$ cat src/rtl/alu_rr_arbiter.sv
// alu_rr_arbiter: round-robin sharing of one external single-cycle ALU between NUM_REQ requesters.
// Optional ALU_RR_ARBITER_OPCHK_EN adds rsp_err and answers illegal opcodes (>100) without using the ALU.
module alu_rr_arbiter #(
  parameter int NUM_REQ = 2,
  parameter int PTR_W   = 2
) (
  input  logic                   clk,
  input  logic                   rst_n,
  input  logic [NUM_REQ-1:0]     req_valid,
  output logic [NUM_REQ-1:0]     req_ready,
  input  logic [32*NUM_REQ-1:0]  req_srca,
  input  logic [32*NUM_REQ-1:0]  req_srcb,
  input  logic [3*NUM_REQ-1:0]   req_op,
  output logic [NUM_REQ-1:0]     rsp_valid,
  input  logic [NUM_REQ-1:0]     rsp_ready,
  output logic [31:0]            rsp_result,
  output logic                   rsp_zero,
`ifdef ALU_RR_ARBITER_OPCHK_EN
  output logic                   rsp_err,
`endif
  output logic [31:0]            alu_srca,
  output logic [31:0]            alu_srcb,
  output logic [2:0]             alu_ctrl,
  input  logic [31:0]            alu_result,
  input  logic                   alu_zero
);
  typedef enum logic [1:0] {IDLE, EXEC, RESP} state_t;
  state_t state_q, state_d;
  logic [PTR_W-1:0] ptr_q, ptr_d, grant_q, grant_d, win;
  logic [PTR_W:0] sum;
  logic [NUM_REQ-1:0] win_oh, gnt_oh;
  logic [31:0] srca_q, srca_d, srcb_q, srcb_d, res_q, res_d, win_a, win_b;
  logic [2:0] op_q, op_d, win_op;
  logic zero_q, zero_d, found, illegal, take;
`ifdef ALU_RR_ARBITER_OPCHK_EN
  logic err_q, err_d;
  assign illegal = win_op > 3'b100;
  assign rsp_err = err_q;
`else
  assign illegal = 1'b0;
`endif
  // Search ptr, ptr+1, ... modulo NUM_REQ for the first valid requester.
  always_comb begin
    found = 1'b0;
    win = '0;
    sum = '0;
    for (int k = 0; k < NUM_REQ; k++) begin
      sum = {1'b0, ptr_q} + (PTR_W+1)'(k);
      sum = (sum >= (PTR_W+1)'(NUM_REQ)) ? sum - (PTR_W+1)'(NUM_REQ) : sum;
      for (int i = 0; i < NUM_REQ; i++)
        if (!found && req_valid[i] && sum[PTR_W-1:0] == PTR_W'(i)) begin
          found = 1'b1;
          win = PTR_W'(i);
        end
    end
  end
  always_comb begin
    win_a = '0;
    win_b = '0;
    win_op = '0;
    win_oh = '0;
    gnt_oh = '0;
    for (int i = 0; i < NUM_REQ; i++) begin
      win_oh[i] = found && win == PTR_W'(i);
      gnt_oh[i] = grant_q == PTR_W'(i);
      win_a = win_oh[i] ? req_srca[32*i +: 32] : win_a;
      win_b = win_oh[i] ? req_srcb[32*i +: 32] : win_b;
      win_op = win_oh[i] ? req_op[3*i +: 3] : win_op;
    end
  end
  assign take = |(rsp_ready & gnt_oh);
  always_comb begin
    state_d = state_q;
    ptr_d = ptr_q;
    grant_d = grant_q;
    srca_d = srca_q;
    srcb_d = srcb_q;
    op_d = op_q;
    res_d = res_q;
    zero_d = zero_q;
`ifdef ALU_RR_ARBITER_OPCHK_EN
    err_d = err_q;
`endif
    case (state_q)
      IDLE: if (found) begin
        grant_d = win;
        state_d = illegal ? RESP : EXEC;
        srca_d = illegal ? srca_q : win_a;
        srcb_d = illegal ? srcb_q : win_b;
        op_d = illegal ? op_q : win_op;
        res_d = illegal ? '0 : res_q;
        zero_d = illegal ? 1'b0 : zero_q;
`ifdef ALU_RR_ARBITER_OPCHK_EN
        err_d = illegal;
`endif
      end
      EXEC: begin
        state_d = RESP;
        res_d = alu_result;
        zero_d = alu_zero;
`ifdef ALU_RR_ARBITER_OPCHK_EN
        err_d = 1'b0;
`endif
      end
      default: if (take) begin
        state_d = IDLE;
        ptr_d = (grant_q == PTR_W'(NUM_REQ - 1)) ? '0 : grant_q + 1'b1;
      end
    endcase
  end
  always_ff @(posedge clk or negedge rst_n) begin
    if (!rst_n) begin
      state_q <= IDLE;
      ptr_q <= '0;
      grant_q <= '0;
      srca_q <= '0;
      srcb_q <= '0;
      op_q <= '0;
      res_q <= '0;
      zero_q <= 1'b0;
`ifdef ALU_RR_ARBITER_OPCHK_EN
      err_q <= 1'b0;
`endif
    end else begin
      state_q <= state_d;
      ptr_q <= ptr_d;
      grant_q <= grant_d;
      srca_q <= srca_d;
      srcb_q <= srcb_d;
      op_q <= op_d;
      res_q <= res_d;
      zero_q <= zero_d;
`ifdef ALU_RR_ARBITER_OPCHK_EN
      err_q <= err_d;
`endif
    end
  end
  assign req_ready = (rst_n && state_q == IDLE) ? win_oh : '0;
  assign rsp_valid = (state_q == RESP) ? gnt_oh : '0;
  assign rsp_result = res_q;
  assign rsp_zero = zero_q;
  assign alu_srca = srca_q;
  assign alu_srcb = srcb_q;
  assign alu_ctrl = op_q;
endmodule

$ cat config.mk
export PLATFORM = sky130hd
export DESIGN_NAME = alu_rr_arbiter
export DESIGN_NICKNAME = d
export VERILOG_FILES = /design/src/rtl/alu_rr_arbiter.sv
export SDC_FILE = /design/constraint.sdc
export NUM_CORES = 1
export LEC_CHECK = 0
export CAP_MARGIN = 20
export CORE_MARGIN = 4
export CORE_UTILIZATION = 40
export CTS_CLUSTER_SIZE = 10
export DETAILED_ROUTE_END_ITERATION = 7
export PLACE_DENSITY = 0.87
export SYNTH_ARGS = -nofsm -noshare
export SYNTH_HDL_FRONTEND = slang
export SYNTH_SLANG_ARGS = --single-unit
$ cat constraint.sdc
create_clock -name clk -period 4.3 [get_ports clk]
set_input_delay 0.645 -clock clk [delete_from_list [all_inputs] [get_ports clk]]
set_output_delay 0.645 -clock clk [all_outputs]
set_load 0.02 [all_outputs]
==> summary.txt <==
status -> complete, no violations
vias per cell -> 5.434
# setup viols final -> 0
initial antenna violation count -> 0
minimum clock period -> 2.831 ns
Post CTS Setup Buffer Count -> 0
Post-Synth XOR/XNOR Area -> 0
residual DRC count -> 0
clk sinks -> 104
worst-skew pair later-pin latency -> 0.35 ns
WL final -> 14590 um
core box area -> 0.01084 sq mm
synthesized flop and latch total -> 104
flop-to-flop setup slack -> 2.32 ns
die area -> 0.01286 sq mm
ys flop type -> dfrtp_1
global-route wire length before repair -> 22790 um
post-synthesis sequential area ratio -> 0.5854
Hold Buf Count CTS -> 0
Post-Syn Instances -> 329
mapped cell area -> 0.004446 sq mm
Initial DRT Pass Iterations -> 4
GRT met1 Usage -> 0.2537
Rel. slew slack -> 0.5041
hold slack -> 0.3221 ns
Compound-Gate Fraction of Synth Area -> 0.2699
worst slew pin tran -> 0.7438 ns
Iteration-0 DRC Markers -> 184
crit share post-route -> 0.6583
H-tree levels -> 3
global route hottest layer -> met2
Pwr Density -> 720.1 mW/mm^2
pin count of the biggest net entering global routing -> 69
crit-path max FO -> 3
cts bufs inserted -> 9
Post-Synth Simple-Gate Area -> 0.01886
Leak -> 3.037 nW
ys async rst share -> 1.000
CTS clock-pin slew for the worst setup and hold paths -> 0.09 ns
Die W -> 113.4 um
std cell rows -> 38
Initial Util -> 0.4101
antenna viol nets, final -> 0
adder-cell share of the synthesized area -> 0
Clock Skew -> 0.009721 ns
syn_nets -> 502
Crit Path Class -> in -> out
Data required, critical path -> 3.65 ns
gpl congestion -> 0.8808
highest ir drop seen on vdd -> 0.4272 mV
TNS Setup -> 0 ns
synth warn -> 0
CP startpoint kind -> input port
Antenna diodes -> 0
CTS resizes -> 0
final core occ -> 0.6887
Post-synth EDFFs -> 0
Final Max Slew Viols -> 0
met2 usage in global routing -> 0.3993
Critical Path End Type -> output port
unrepaired setup endpoints after global routing -> no
CTS tree -> yes
I/O pin count -> 277
vias in the first global route -> 4321
# Max-Cap Violations -> 0
routed vias -> 3978
Routed WL per cell -> 19.93 um
Tot GR Track Use -> 0.2244
Buffers on Ports -> 276
clock root buffer -> clkbuf_8
Max Root-Sink Buffers -> 2
mean post-synth cell area -> 13.51 sq um
Nets -> 760
Area Growth Syn to Fin -> 67.94%
main combinational cell family by area after synthesis -> compound AO/OA/AOI/OAI gates
maximum clock frequency -> 0.3533 GHz
share of cells above drive strength 1 -> 0.1030
Distinct cells, synth -> 20
WP data arrival -> 2.19 ns
DP HPWL -> 10990 um
Worst Hold Class -> in -> async
Congestion Overflow GR -> 0
commonest non-fill, non-tap cell in the layout -> clkdlybuf4s50_1
mux share of post-synthesis cell area -> 0.08584
DIE HEIGHT -> 113.4 um
most frequent cells in the layout -> clkdlybuf4s50_1 (275), dfrtp_1 (104), o21a_1 (67), a221o_1 (67), mux2_2 (33)
met3 Use GR -> 0.06472
Final Hold Viols -> 0
## worst max-delay path, cell delays in order
cell             delay, ns
clkdlybuf4s50_1       0.55
nand2_1               0.07
and3_2                0.21
and2_1                0.16
clkdlybuf4s50_1       0.54
## Yosys cell counts, drive strengths merged, types with 2 or more instances
| library cell | n | share of area |
|---|---|---|
| and3 | 3 | 0.0042 |
| and2 | 2 | 0.0028 |
| a221o | 67 | 0.15 |
| o21a | 67 | 0.11 |
| clkbuf | 18 | 0.015 |
| mux2 | 33 | 0.084 |
| o21ai | 3 | 0.0034 |
| nand2 | 4 | 0.0034 |
| buf | 17 | 0.024 |
| nand2b | 2 | 0.0028 |
| nor2 | 3 | 0.0025 |
| dfrtp | 104 | 0.59 |
## per-layer routing
layer	up-vias	routed length, um
li1	1798	-
met1	1939	5465
met2	204	7387
met3	37	1267
met4	0	470
met5	-	0
## cell type report
type,instances,area (sq um)
clock buffer,13,178.9
clock inverter,3,22.52
fill,781,3374
inverter,1,3.754
multi-input combinational,189,1678
sequential,104,2603
tap,140,175.2
timing repair buffer,282,2805
## power breakdown
| part | leakage [nW] | switching (mW) | internal, mW |
|---|---|---|---|
| Combinational | 1.67 | 1.43 | 1.61 |
| Sequential | 1.26 | 0.276 | 1.46 |
| Clock | 0.106 | 0.322 | 0.277 |
## worst paths after layout
kind | startpoint | to | depth (start not counted)
min in group clk | rsp_result[18] | rsp_result[18] | 1
max in group asynchronous | rst_n | alu_srca[27] | 2
max | req_valid[1] | req_ready[0] | 5
max reg2reg | state_q[1] | alu_srca[4] | 4
min | rst_n | rsp_result[0] | 1
min reg2reg | rsp_result[18] | rsp_result[18] | 1
## cells by family (layout without fill, tap and decap cells)
group | Yosys count | in the layout
buffers and inverters | 36 | 299
muxes | 34 | 34
DFF | 104 | 104
AOI/OAI and AO/OA | 139 | 139
and+or+nand+nor | 16 | 16
## metrics by stage
stage                     instances  cell area [sq um]  worst slack [ns]  power (mW)
after global placement          716               7264             1.481       4.721
final                           732               7466             1.469       5.376
after global routing            732               7466             1.418       5.689
after detailed placement        716               7264             1.478       4.827
after floorplan                 329               4446             2.038       3.434
after CTS                       732               7466             1.466       5.442
## flip-flops by register name, summed over array words and instances, names as in the netlist
signal	cells
alu_srca	32
alu_srcb	32
rsp_result	32
alu_ctrl	3
state_q	2
grant_q	1
ptr_q	1
rsp_zero	1
Note: power is estimated with default switching activity, not from simulation.
